===== config.mk =====
export PLATFORM = sky130hd
export DESIGN_NAME = muldiv_ctrl
export DESIGN_NICKNAME = d
export VERILOG_FILES = /design/src/rtl/muldiv_ctrl.sv
export SDC_FILE = /design/constraint.sdc
export NUM_CORES = 2
export LEC_CHECK = 0
export BUFFER_PORTS_ARGS = -buffer_cell sky130_fd_sc_hd__buf_2
export CORE_ASPECT_RATIO = 0.9
export CORE_MARGIN = 2
export CORE_UTILIZATION = 44
export CTS_CLUSTER_DIAMETER = 40
export DETAILED_ROUTE_END_ITERATION = 10
export HOLD_SLACK_MARGIN = 0.05
export PLACE_DENSITY = 0.59
export RECOVER_POWER = 25
export SYNTH_ARGS = -nofsm -noshare
export SYNTH_HDL_FRONTEND = slang
export SYNTH_SLANG_ARGS = --single-unit
export TNS_END_PERCENT = 50

===== constraint.sdc =====
create_clock -name clk -period 19.8 [get_ports clk]
set_clock_uncertainty 0.15 [all_clocks]
set_input_delay 1.98 -clock clk [delete_from_list [all_inputs] [get_ports clk]]
set_output_delay 1.98 -clock clk [all_outputs]
set_load 0.01 [all_outputs]

===== src/rtl/muldiv_ctrl.sv =====
// muldiv_ctrl: multi-cycle HI/LO sequencer for MULT/MULTU/DIV/DIVU plus MTHI/MTLO.
//   clk, resetn       : clock, async active-low reset
//   start, op         : launch request (00 MULT, 01 MULTU, 10 DIV, 11 DIVU)
//   src_a, src_b      : rs / rt operands
//   wr_hi, wr_lo      : MTHI / MTLO strobes with wdata (honoured in IDLE only)
//   flush             : abort in-flight op; also blocks start in IDLE
//   busy, done        : op in flight / one-cycle completion pulse
//   hi, lo            : architectural HI/LO registers
module muldiv_ctrl #(
  parameter int MUL_LAT = 4
) (
  input  logic        clk,
  input  logic        resetn,
  input  logic        start,
  input  logic [1:0]  op,
  input  logic [31:0] src_a,
  input  logic [31:0] src_b,
  input  logic        wr_hi,
  input  logic        wr_lo,
  input  logic [31:0] wdata,
  input  logic        flush,
  output logic        busy,
  output logic        done,
  output logic [31:0] hi,
  output logic [31:0] lo
);
  typedef enum logic [1:0] {IDLE, MUL, DIV, FIX} state_t;

  localparam logic [4:0] MUL_CNT = 5'(MUL_LAT - 1);

  state_t      state, state_nxt;
  logic [4:0]  cnt;
  logic        op_u;          // unsigned multiply
  logic [31:0] a_r;           // multiplicand, or dividend shifting into quotient
  logic [31:0] b_r;           // multiplier, or divisor magnitude
  logic [31:0] rem_r;
  logic [31:0] a_raw;         // raw dividend, returned in hi on divide by zero
  logic        q_neg, r_neg, b_zero;

  logic        accept, cnt_zero, mul_cmp, div_cmp;
  logic [32:0] rem_sh, diff;
  logic        take;
  logic [63:0] prod;
  logic [31:0] mag_a, mag_b, q_fix, r_fix;
  logic        ext_a, ext_b;

  assign busy     = (state != IDLE);
  assign accept   = (state == IDLE) && start && !flush;
  assign cnt_zero = (cnt == 5'd0);
  // flush on the completing edge wins: no writeback, no done
  assign mul_cmp  = (state == MUL) && cnt_zero && !flush;
  assign div_cmp  = (state == FIX) && !flush;

  // signed divide works on magnitudes; signs are reapplied in FIX
  assign mag_a = (!op[0] && src_a[31]) ? -src_a : src_a;
  assign mag_b = (!op[0] && src_b[31]) ? -src_b : src_b;

  // one restoring step: shift rem:quot left, trial-subtract divisor
  assign rem_sh = {rem_r, a_r[31]};
  assign diff   = rem_sh - {1'b0, b_r};
  assign take   = !diff[32];

  assign q_fix = q_neg ? -a_r : a_r;
  assign r_fix = r_neg ? -rem_r : rem_r;

  // sign/zero extension to 64 bits gives the right low 64 bits for both flavours
  assign ext_a = !op_u && a_r[31];
  assign ext_b = !op_u && b_r[31];
  assign prod  = {{32{ext_a}}, a_r} * {{32{ext_b}}, b_r};

  always_ff @(posedge clk or negedge resetn) begin
    if (!resetn) state <= IDLE;
    else         state <= state_nxt;
  end

  always_comb begin
    state_nxt = state;
    case (state)
      IDLE: if (accept) state_nxt = op[1] ? DIV : MUL;
      MUL:  if (flush || cnt_zero) state_nxt = IDLE;
      DIV:  if (flush) state_nxt = IDLE;
            else if (cnt_zero) state_nxt = FIX;
      FIX:  state_nxt = IDLE;
      default: state_nxt = IDLE;
    endcase
  end

  always_ff @(posedge clk or negedge resetn) begin
    if (!resetn) begin
      cnt    <= '0;
      op_u   <= 1'b0;
      a_r    <= '0;
      b_r    <= '0;
      rem_r  <= '0;
      a_raw  <= '0;
      q_neg  <= 1'b0;
      r_neg  <= 1'b0;
      b_zero <= 1'b0;
      hi     <= '0;
      lo     <= '0;
      done   <= 1'b0;
    end else begin
      done <= mul_cmp || div_cmp;

      if (accept) begin
        op_u   <= op[0];
        a_raw  <= src_a;
        b_zero <= (src_b == 32'd0);
        rem_r  <= '0;
        if (op[1]) begin
          a_r   <= mag_a;
          b_r   <= mag_b;
          q_neg <= !op[0] && (src_a[31] ^ src_b[31]);
          r_neg <= !op[0] && src_a[31];
          cnt   <= 5'd31;
        end else begin
          a_r <= src_a;
          b_r <= src_b;
          cnt <= MUL_CNT;
        end
      end else if ((state == MUL || state == DIV) && !cnt_zero) begin
        cnt <= cnt - 5'd1;
      end

      if (state == DIV) begin
        rem_r <= take ? diff[31:0] : rem_sh[31:0];
        a_r   <= {a_r[30:0], take};
      end

      if (state == IDLE) begin
        // MTHI/MTLO land even alongside start; the op result overwrites later
        if (wr_hi) hi <= wdata;
        if (wr_lo) lo <= wdata;
      end else if (mul_cmp) begin
        hi <= prod[63:32];
        lo <= prod[31:0];
      end else if (div_cmp) begin
        if (b_zero) begin
          hi <= a_raw;
          lo <= 32'hFFFF_FFFF;
        end else begin
          hi <= r_fix;
          lo <= q_fix;
        end
      end
    end
  end
endmodule


==> metrics <==
outcome complete, but fails checks; failing checks max-capacitance violations, max-slew violations; postcts setup bufs 0; Syn Area/Cell 8.67 µm²; worst-margin pin slew 5.80 ns; Port-buffer cells 169; CP max FO 31; HP Class reg2reg; num ports 170; WL final 168000 µm; Final Cycle Share 50.8%; top cell type by total area after synthesis fa_1; layout overhead on the synthesized area 6.82%; Total GRT Usage 28.9%; Clock Sinks 204; die area 120000 µm²; Setup crit start kind flop; EDFF count, synth 0; setup TNS 0 ns; routing usage on met1 39.3%; Crit path largest cell delay 1.10 ns; top cells by area, synth fa_1 44%, dfrtp_1 9.9%, inv_1 8.6%; most frequent cells in the layout 1184 x inv_1, 1126 x fa_1, 1045 x nand2_1; htree depth 2; CTS clk-pin slew, worst paths 0.05 ns; initial DRC count 3369; First-pass DRT Iterations 7; area of the multi-input gates 40600 µm²; Vias/cell 5.43; Worst setup EP type flop; GRT busiest layer met2; Slew headroom -287%; Root Driver clkbuf_16; M2 GR Usage 46.0%; HPWL after DPL 133000 µm; Cell variety after synth 77; core area 117000 µm²; DP Area 53700 µm²; gp weighted congestion 0.949; Synth top area share 43.8%; drt wl/cell 22.4 µm; grt met3 use 5.03%; Mapped Area 51500 µm²; min cycle time layout 10.06 ns; fin area 55000 µm²; Synthesized Nets 7423; unrepaired setup endpoints after global routing no; DR vias 40700; Reg area 5110 µm²; Data arrival, critical path 10.33 ns; NumNets Final 7370; CTS tree done; YS warnings 0; initial antenna violation count 3; Initial Util 44.2%; Req. time, crit path 20.08 ns; Post-Place Worst Slack 9.95 ns; DIE HEIGHT 329 µm; register bit total from synthesis 204; Slew Limit Fails 246; clock buffer count from CTS 39; # rows 119; achievable frequency 99.4 MHz; most common cell after layout, fill and taps aside inv_1; sequential fraction of the synthesis area 9.92%; setup violation total in the final timing report 0; post_cts resized 0; global-route wire length before repair 260000 µm; prevailing post-synth register cell dfrtp_1; pin count of the biggest net entering global routing 93; final hold vios 0; vias in the first global route 42600; async set or reset register ratio after synthesis 100%; clock latency at the later pin of the worst-skew pair 0.58 ns; # Max-Cap Violations 4; crit path kind reg2reg; Post-CTS Hold Fix Bufs 0; slowest library cell on the worst path nor2_1; Post-Syn Instances 5938; clk buf depth 3; DRC 0; post-route ant nets 0; global route overflow 0; die span in x 365 µm; fillers 11400; Final Worst Setup Slack 9.74 ns; share of cells above drive strength 1 6.14%
per-layer routing:
layer / routed length (µm) / share of wire (%)
met4: 7680 / 4.6
met3: 12900 / 7.7
met2: 77600 / 46
met5: 0 / 0
met1: 69700 / 42
Yosys cell counts, types with 4 or more instances:
library cell	count
o21ai_0	247
o311ai_1	4
ha_1	255
a21oi_1	227
nand2b_1	25
o21a_1	10
nand4_1	19
nor2_1	220
clkbuf_1	297
a21o_1	42
nor2b_1	14
o21ai_1	23
nor3_1	63
or2_2	9
mux2i_1	32
o21bai_1	9
or4_1	12
and3_1	22
nand3_1	35
buf_1	55
a2111oi_0	5
nand3b_1	8
a211oi_1	19
o211ai_1	13
and2_1	298
fa_1	1126
a211o_1	4
or3_1	26
inv_1	1184
or4_4	4
o41ai_1	14
xor2_1	97
o31ai_1	28
a221oi_1	13
xnor2_1	120
o221ai_1	5
nand2_1	1045
dfrtp_1	204
o22ai_1	13
a31oi_1	16
nor4_1	12
a32oi_1	5
a21boi_0	7
cells by family after synthesis:
group	count (synthesis)	synth area share (%)
buf+inv	1542	11.3
compound gates	733	8.48
flops	204	9.92
fa+ha+maj	1381	50.0
simple gates	1827	16.0
xor+xnor	217	3.69
mux	34	0.666
path summary, 6_finish.rpt:
kind                                  startpoint  slack [ns]                     to  cells past startpoint
max                          a_r[31]$_DFFE_PN0P_        9.74     hi[24]$_DFFE_PN0P_                     28
max in group asynchronous                 resetn       10.46    a_r[26]$_DFFE_PN0P_                      3
max reg2reg                  a_r[31]$_DFFE_PN0P_        9.74     hi[24]$_DFFE_PN0P_                     28
min in group asynchronous                 resetn        3.35     hi[11]$_DFFE_PN0P_                      1
min reg2reg                a_raw[24]$_DFFE_PN0P_        0.33  a_raw[24]$_DFFE_PN0P_                      2
min                        a_raw[24]$_DFFE_PN0P_        0.33  a_raw[24]$_DFFE_PN0P_                      2
critical path, delay by kind of cell, from the launching register on:
family	cells	cell delay [ns]
flip-flops	1	0.34
AO/OA/AOI/OAI	4	1.05
buffers and inverters	9	1.40
AND/OR/NAND/NOR	6	2.24
adder cells (fa/ha/maj)	9	4.71
per-stage QoR:
stage          instances  hold WS (ns)  util, %
3_5_place_dp        7417         0.313     46.1
6_report            7492         0.326     47.2
2_1_floorplan       5938         0.291        -
4_1_cts             7489         0.326     47.2
3_3_place_gp        7417         0.309     46.1
5_1_grt             7489         0.337     47.2
sequential cells by signal (all words and copies together) (netlist names):
register	cells
q_neg	1
rem_r	32
op_u	1
hi	32
state	2
b_r	32
done	1
a_raw	32
b_zero	1
r_neg	1
lo	32
cnt	5
a_r	32
area by class of cell:
cell class,count,area share (%)
tap,1573,3.58
inverter,1184,8.08
timing repair buffer,264,2.81
sequential,204,9.30
multi-input combinational,4192,73.8
clock inverter,24,0.446
antenna,3,0.0136
clock buffer,48,1.93
Power is not shown: default switching activity piles up to over one toggle a cycle in this logic, so the estimate is an artifact.
